File: config.mk
export PLATFORM = sky130hd
export DESIGN_NAME = rect_state_seq
export DESIGN_NICKNAME = d
export VERILOG_FILES = /design/src/rtl/rect_state_seq.sv
export SDC_FILE = /design/constraint.sdc
export NUM_CORES = 1
export LEC_CHECK = 0
export ABC_AREA = 1
export CORE_ASPECT_RATIO = 1.25
export CORE_MARGIN = 4
export CORE_UTILIZATION = 41
export CTS_CLUSTER_SIZE = 40
export DETAILED_ROUTE_END_ITERATION = 10
export GPL_ROUTABILITY_DRIVEN = 0
export GPL_TIMING_DRIVEN = 0
export MAX_ROUTING_LAYER = met4
export PLACE_DENSITY = 0.86
export SYNTH_ARGS = -nofsm -noshare
export SYNTH_HDL_FRONTEND = slang
export SYNTH_SLANG_ARGS = --single-unit
File: constraint.sdc
create_clock -name i_clk -period 2.9 [get_ports i_clk]
set_clock_uncertainty 0.15 [all_clocks]
set_input_delay 0.87 -clock i_clk [delete_from_list [all_inputs] [get_ports i_clk]]
set_output_delay 0.87 -clock i_clk [all_outputs]
set_load 0.05 [all_outputs]
File: src/rtl/rect_state_seq.sv
// Cipher-state register with its own round sequencer: load a block, iterate the
// external round function for ROUNDS enabled cycles, then hold the result until acked.
module rect_state_seq #(
  parameter int ROW_W  = 16,
  parameter int ROWS   = 4,
  parameter int ROUNDS = 25,
  parameter int CNT_W  = 5
) (
  input  logic                    i_clk,
  input  logic                    i_rst,
  input  logic                    i_load,
  input  logic [ROW_W*ROWS-1:0]   iv_data_in,
  output logic                    o_ready,
  input  logic [ROW_W*ROWS-1:0]   iv_round_data,
  input  logic                    i_en,
  output logic [ROW_W*ROWS-1:0]   ov_rows,
  output logic [CNT_W-1:0]        ov_round_cnt,
  output logic                    o_last_round,
  output logic                    o_valid,
  input  logic                    i_ack,
  output logic [1:0]              o_state_dbg
);

  localparam int STATE_W = ROW_W * ROWS;
  localparam logic [CNT_W-1:0] LAST_CNT = CNT_W'(ROUNDS - 1);

  localparam logic [1:0] ST_IDLE = 2'd0;
  localparam logic [1:0] ST_RUN  = 2'd1;
  localparam logic [1:0] ST_DONE = 2'd2;

  // Handshakes: a load transfers on an edge where i_load && o_ready; a result
  // transfers on an edge where o_valid && i_ack. Requests outside those
  // windows are dropped, never queued.

  logic [1:0]         fsm_q;
  logic [STATE_W-1:0] state_q;
  logic [CNT_W-1:0]   cnt_q;

  always_ff @(posedge i_clk) begin
    if (i_rst) begin
      fsm_q   <= ST_IDLE;
      state_q <= '0;
      cnt_q   <= '0;
    end else begin
      case (fsm_q)
        ST_IDLE: begin
          if (i_load) begin
            state_q <= iv_data_in;
            cnt_q   <= '0;
            fsm_q   <= ST_RUN;
          end
        end
        ST_RUN: begin
          if (i_en) begin
            state_q <= iv_round_data;
            // Counter parks on the last index so it never exceeds ROUNDS-1.
            if (cnt_q == LAST_CNT) begin
              fsm_q <= ST_DONE;
            end else begin
              cnt_q <= cnt_q + CNT_W'(1);
            end
          end
        end
        ST_DONE: begin
          if (i_ack) begin
            cnt_q <= '0;
            fsm_q <= ST_IDLE;
          end
        end
        default: begin
          fsm_q <= ST_IDLE;
          cnt_q <= '0;
        end
      endcase
    end
  end

  // Every output is a decode of registered state only.
  assign o_ready      = (fsm_q == ST_IDLE);
  assign o_valid      = (fsm_q == ST_DONE);
  assign o_last_round = (fsm_q == ST_RUN) && (cnt_q == LAST_CNT);
  assign ov_rows      = state_q;
  assign ov_round_cnt = cnt_q;
  assign o_state_dbg  = fsm_q;

endmodule

==> results.md <==
* Layout Nets at slightly below 800
* Io pins at just over 200
* Crit path max fanout at 5
* Area delta synth->final at 66.2%
* CP delay by family, top: buffers and inverters
* Syn Nets at approximately 570
* Final setup viols at 0
* Clk_lat worst skew at roughly 0.33 ns
* Synth Cell Area at about 3500 um2
* Gate Count Post-Synth at 431
* # port buffers at 206
* Hold Path End: ov_rows[30]$_SDFFE_PP0P_
* Via density at approximately 5.2
* Initial antenna violation count at 0
* # DRC at 0
* Hpwl dp at about 9400 um
* Placement Setup Slack at ~0.11 ns
* Clock Pin Slew Worst Setup and Hold Paths at 0.06 ns
* Syn_area_per_cell at 8.21 um2
* Core area at between 8000 and 9000 um2
* DRT antenna net count at 0
* Die Footprint at between 10000 and 15000 um2
* CTS tree: yes
* Reg2reg setup slack at 1.23 ns
* FF+latch count, synth at 71
* Fin. Hold Viols at 0
* Setup TNS at 0 ns
* # diodes at 0
* Min setup slack post-route at between 0.08 and 0.09 ns
* Sequential element share of the synthesized area at 0.402
* Die span in y at 112 um
* CP Capture Type: output pin
* Fmax at 356 MHz
* Grt ovf at 0
* Pins Over Slew Limit at 0
* Initial DRC count at roughly 170
* CP Data Arrival Time at around 1.8 ns
* Largest stage delay, worst path at 0.82 ns
* Die width at about 91 um
* WHS Path Cells at 1
* Tightest Hold Check Type: reg2reg
* FP Rows at 37
* Pwr/cell area at ~630 nW/um2
* Status: finished, final reports clean
* Total track usage at 0.234
* Total power at 0.00373 W
* Layout Utilization at 0.706
* Critical path class: reg2out
* TritonCTS sink count at 71
* DP Area at about 5700 um2
* Largest net degree at the start of global routing at 11
* Max-Cap Viols at 0
* TritonCTS Buffers at 9
* Design area at between 5000 and 6000 um2
* Synth cell types at 22
* Required time of the critical path at approximately 1.9 ns
* Avg WL per Cell at roughly 16 um
* Post-CTS Setup Inserts at 0
* Clock root cell: clkbuf_8
* Via count at ~4000
* Crit share post-route at 0.970
* R2R depth at 6
* Crit path max-delay cell type: clkdlybuf4s50_1
* Clk buf depth at 2
* Vias in the first global route at between 3000 and 4000
* P_leak at ~2.9 nW
* First-pass DRT Iterations at 4
* Worst r2r src: o_state_dbg[0]$_SDFFE_PP0P_
* Crit Reg-Reg Endpoint: ov_rows[41]$_SDFFE_PP0P_
* Global-route wire length before repair at 18900 um
* CP cell instances: inv_2, nor2_1, clkdlybuf4s50_1
* Setup crit start kind: register
* Worst slew pin tran at between 0.5 and 0.6 ns
* Rel. slew slack at 0.624
* H-tree levels at 3
* Starting density of the core at 0.425
* Crit path time final at 2.81 ns
* Share of cells above drive strength 1 at 0.0998
* Max IR drop VDD at slightly above 0.0004 V
* HP Start: ov_rows[30]$_SDFFE_PP0P_
* Total Wirelength at 11900 um
* Worst path bufs/invs at 2
* Total number of yosys warnings at 0
* Unrepaired setup endpoints after global routing: false
-- repair_timing --
action	in CTS	in global routing
hold buffers	0	0
gates cloned	0	0
setup endpoints to repair	1	1
resized for setup	2	1
pin swaps	0	0
-- area by class of cell --
| cell class | count | area [um2] |
|---|---|---|
| Tap cell | 97 | 121 |
| Fill cell | 665 | 2450 |
| Buffer | 35 | 273 |
| Clock inverter | 1 | 5.00 |
| Inverter | 12 | 45.0 |
| Clock buffer | 13 | 159 |
| Sequential cell | 71 | 1420 |
| Timing Repair Buffer | 206 | 2060 |
| Multi-Input combinational cell | 313 | 1800 |
-- how the worst max path moves through the flow --
stage / startpoint / endpoint / slack (ns) / depth (start not counted)
2_1_floorplan: o_state_dbg[0]$_SDFFE_PP0P_ / o_last_round / 0.24 / 2
3_3_place_gp: ov_round_cnt[0]$_SDFFE_PP0P_ / o_last_round / 0.13 / 5
3_5_place_dp: ov_round_cnt[0]$_SDFFE_PP0P_ / o_last_round / 0.11 / 5
4_1_cts: ov_round_cnt[0]$_SDFFE_PP0P_ / o_last_round / 0.02 / 5
5_1_grt: o_state_dbg[1]$_SDFFE_PP0P_ / o_valid / 0.02 / 3
6_report: o_state_dbg[1]$_SDFFE_PP0P_ / o_valid / 0.09 / 3
-- registers in the layout, indices dropped and copies added, names as in the netlist --
register and flops:
ov_rows 64, o_state_dbg 2, ov_round_cnt 5
-- per-layer routing --
metal	vias up	wire, um	share of wire	GRT usage
met5	-	0	0	-
met4	0	273	0.023	0.0694
met3	30	888	0.074	0.0676
met2	158	6190	0.52	0.427
met1	1813	4590	0.38	0.240
li1	1902	-	-	-
-- power by group --
part	switching, W	total (W)	internal [W]	leakage (nW)
clock network	0.000338	0.000686	0.000348	0.0854
registers	0.0000954	0.00123	0.00114	0.588
logic	0.00110	0.00182	0.000720	2.18
total	0.00153	0.00373	0.00220	2.86
-- synthesized netlist by cell type --
master,count,share of area
a21oi_1,1,0.0014
buf_1,1,0.0011
buf_2,8,0.011
buf_4,5,0.011
buf_6,12,0.038
buf_8,2,0.0085
clkbuf_1,7,0.0074
dfxtp_1,71,0.40
ha_1,2,0.0071
inv_1,9,0.0095
inv_2,3,0.0032
nand2_1,146,0.15
nand2_2,2,0.0035
nand3_1,59,0.083
nand3_2,16,0.045
nand4_1,2,0.0035
nor2_1,16,0.017
nor2_2,2,0.0035
nor2_4,1,0.0032
o211a_1,64,0.18
o21ai_2,1,0.0025
xnor2_1,1,0.0025
-- worst register-to-register path, cell delays in order, from the launching register on --
cell and delay, ns:
dfxtp_1 0.46, nand2_2 0.17, o21ai_2 0.22, buf_8 0.19, buf_6 0.15, nand3_1 0.10
o211a_1 0.12
-- cell families (layout without fill, tap and decap cells) --
logic type      after synthesis  after routing  synth area share
xor+xnor                      1              1           0.00247
simple gates                244            244             0.314
flops                        71             71             0.402
buf+inv                      47            267            0.0898
fa+ha+maj                     2              2           0.00707
compound gates               66             66             0.185
-- through the flow --
stage / instances / hold slack [ns]
floorplan: 431 / 0.571
global placement: 734 / 0.327
detailed placement: 734 / 0.336
CTS: 748 / 0.351
global route: 748 / 0.361
finish: 748 / 0.346
-- layout by cell type (no fill, tap or decap) --
master           Yosys  routed
clkinv_2             0       1
clkbuf_2             0       1
nand2_2              2       2
nand2_1            146     146
inv_1                9       9
nand3_1             59      59
o21ai_2              1       1
nand3_2             16      16
buf_2                8       8
inv_2                3       3
xnor2_1              1       1
nor2_2               2       2
clkbuf_8             0      11
buf_8                2       2
a21oi_1              1       1
clkbuf_1             7       9
buf_1                1       1
o211a_1             64      64
clkdlybuf4s50_1      0     205
buf_6               12      12
nor2_4               1       1
buf_4                5       5
dfxtp_1             71      71
nand4_1              2       2
nor2_1              16      16
ha_1                 2       2
No activity file was read; power rests on OpenSTA's default activity.
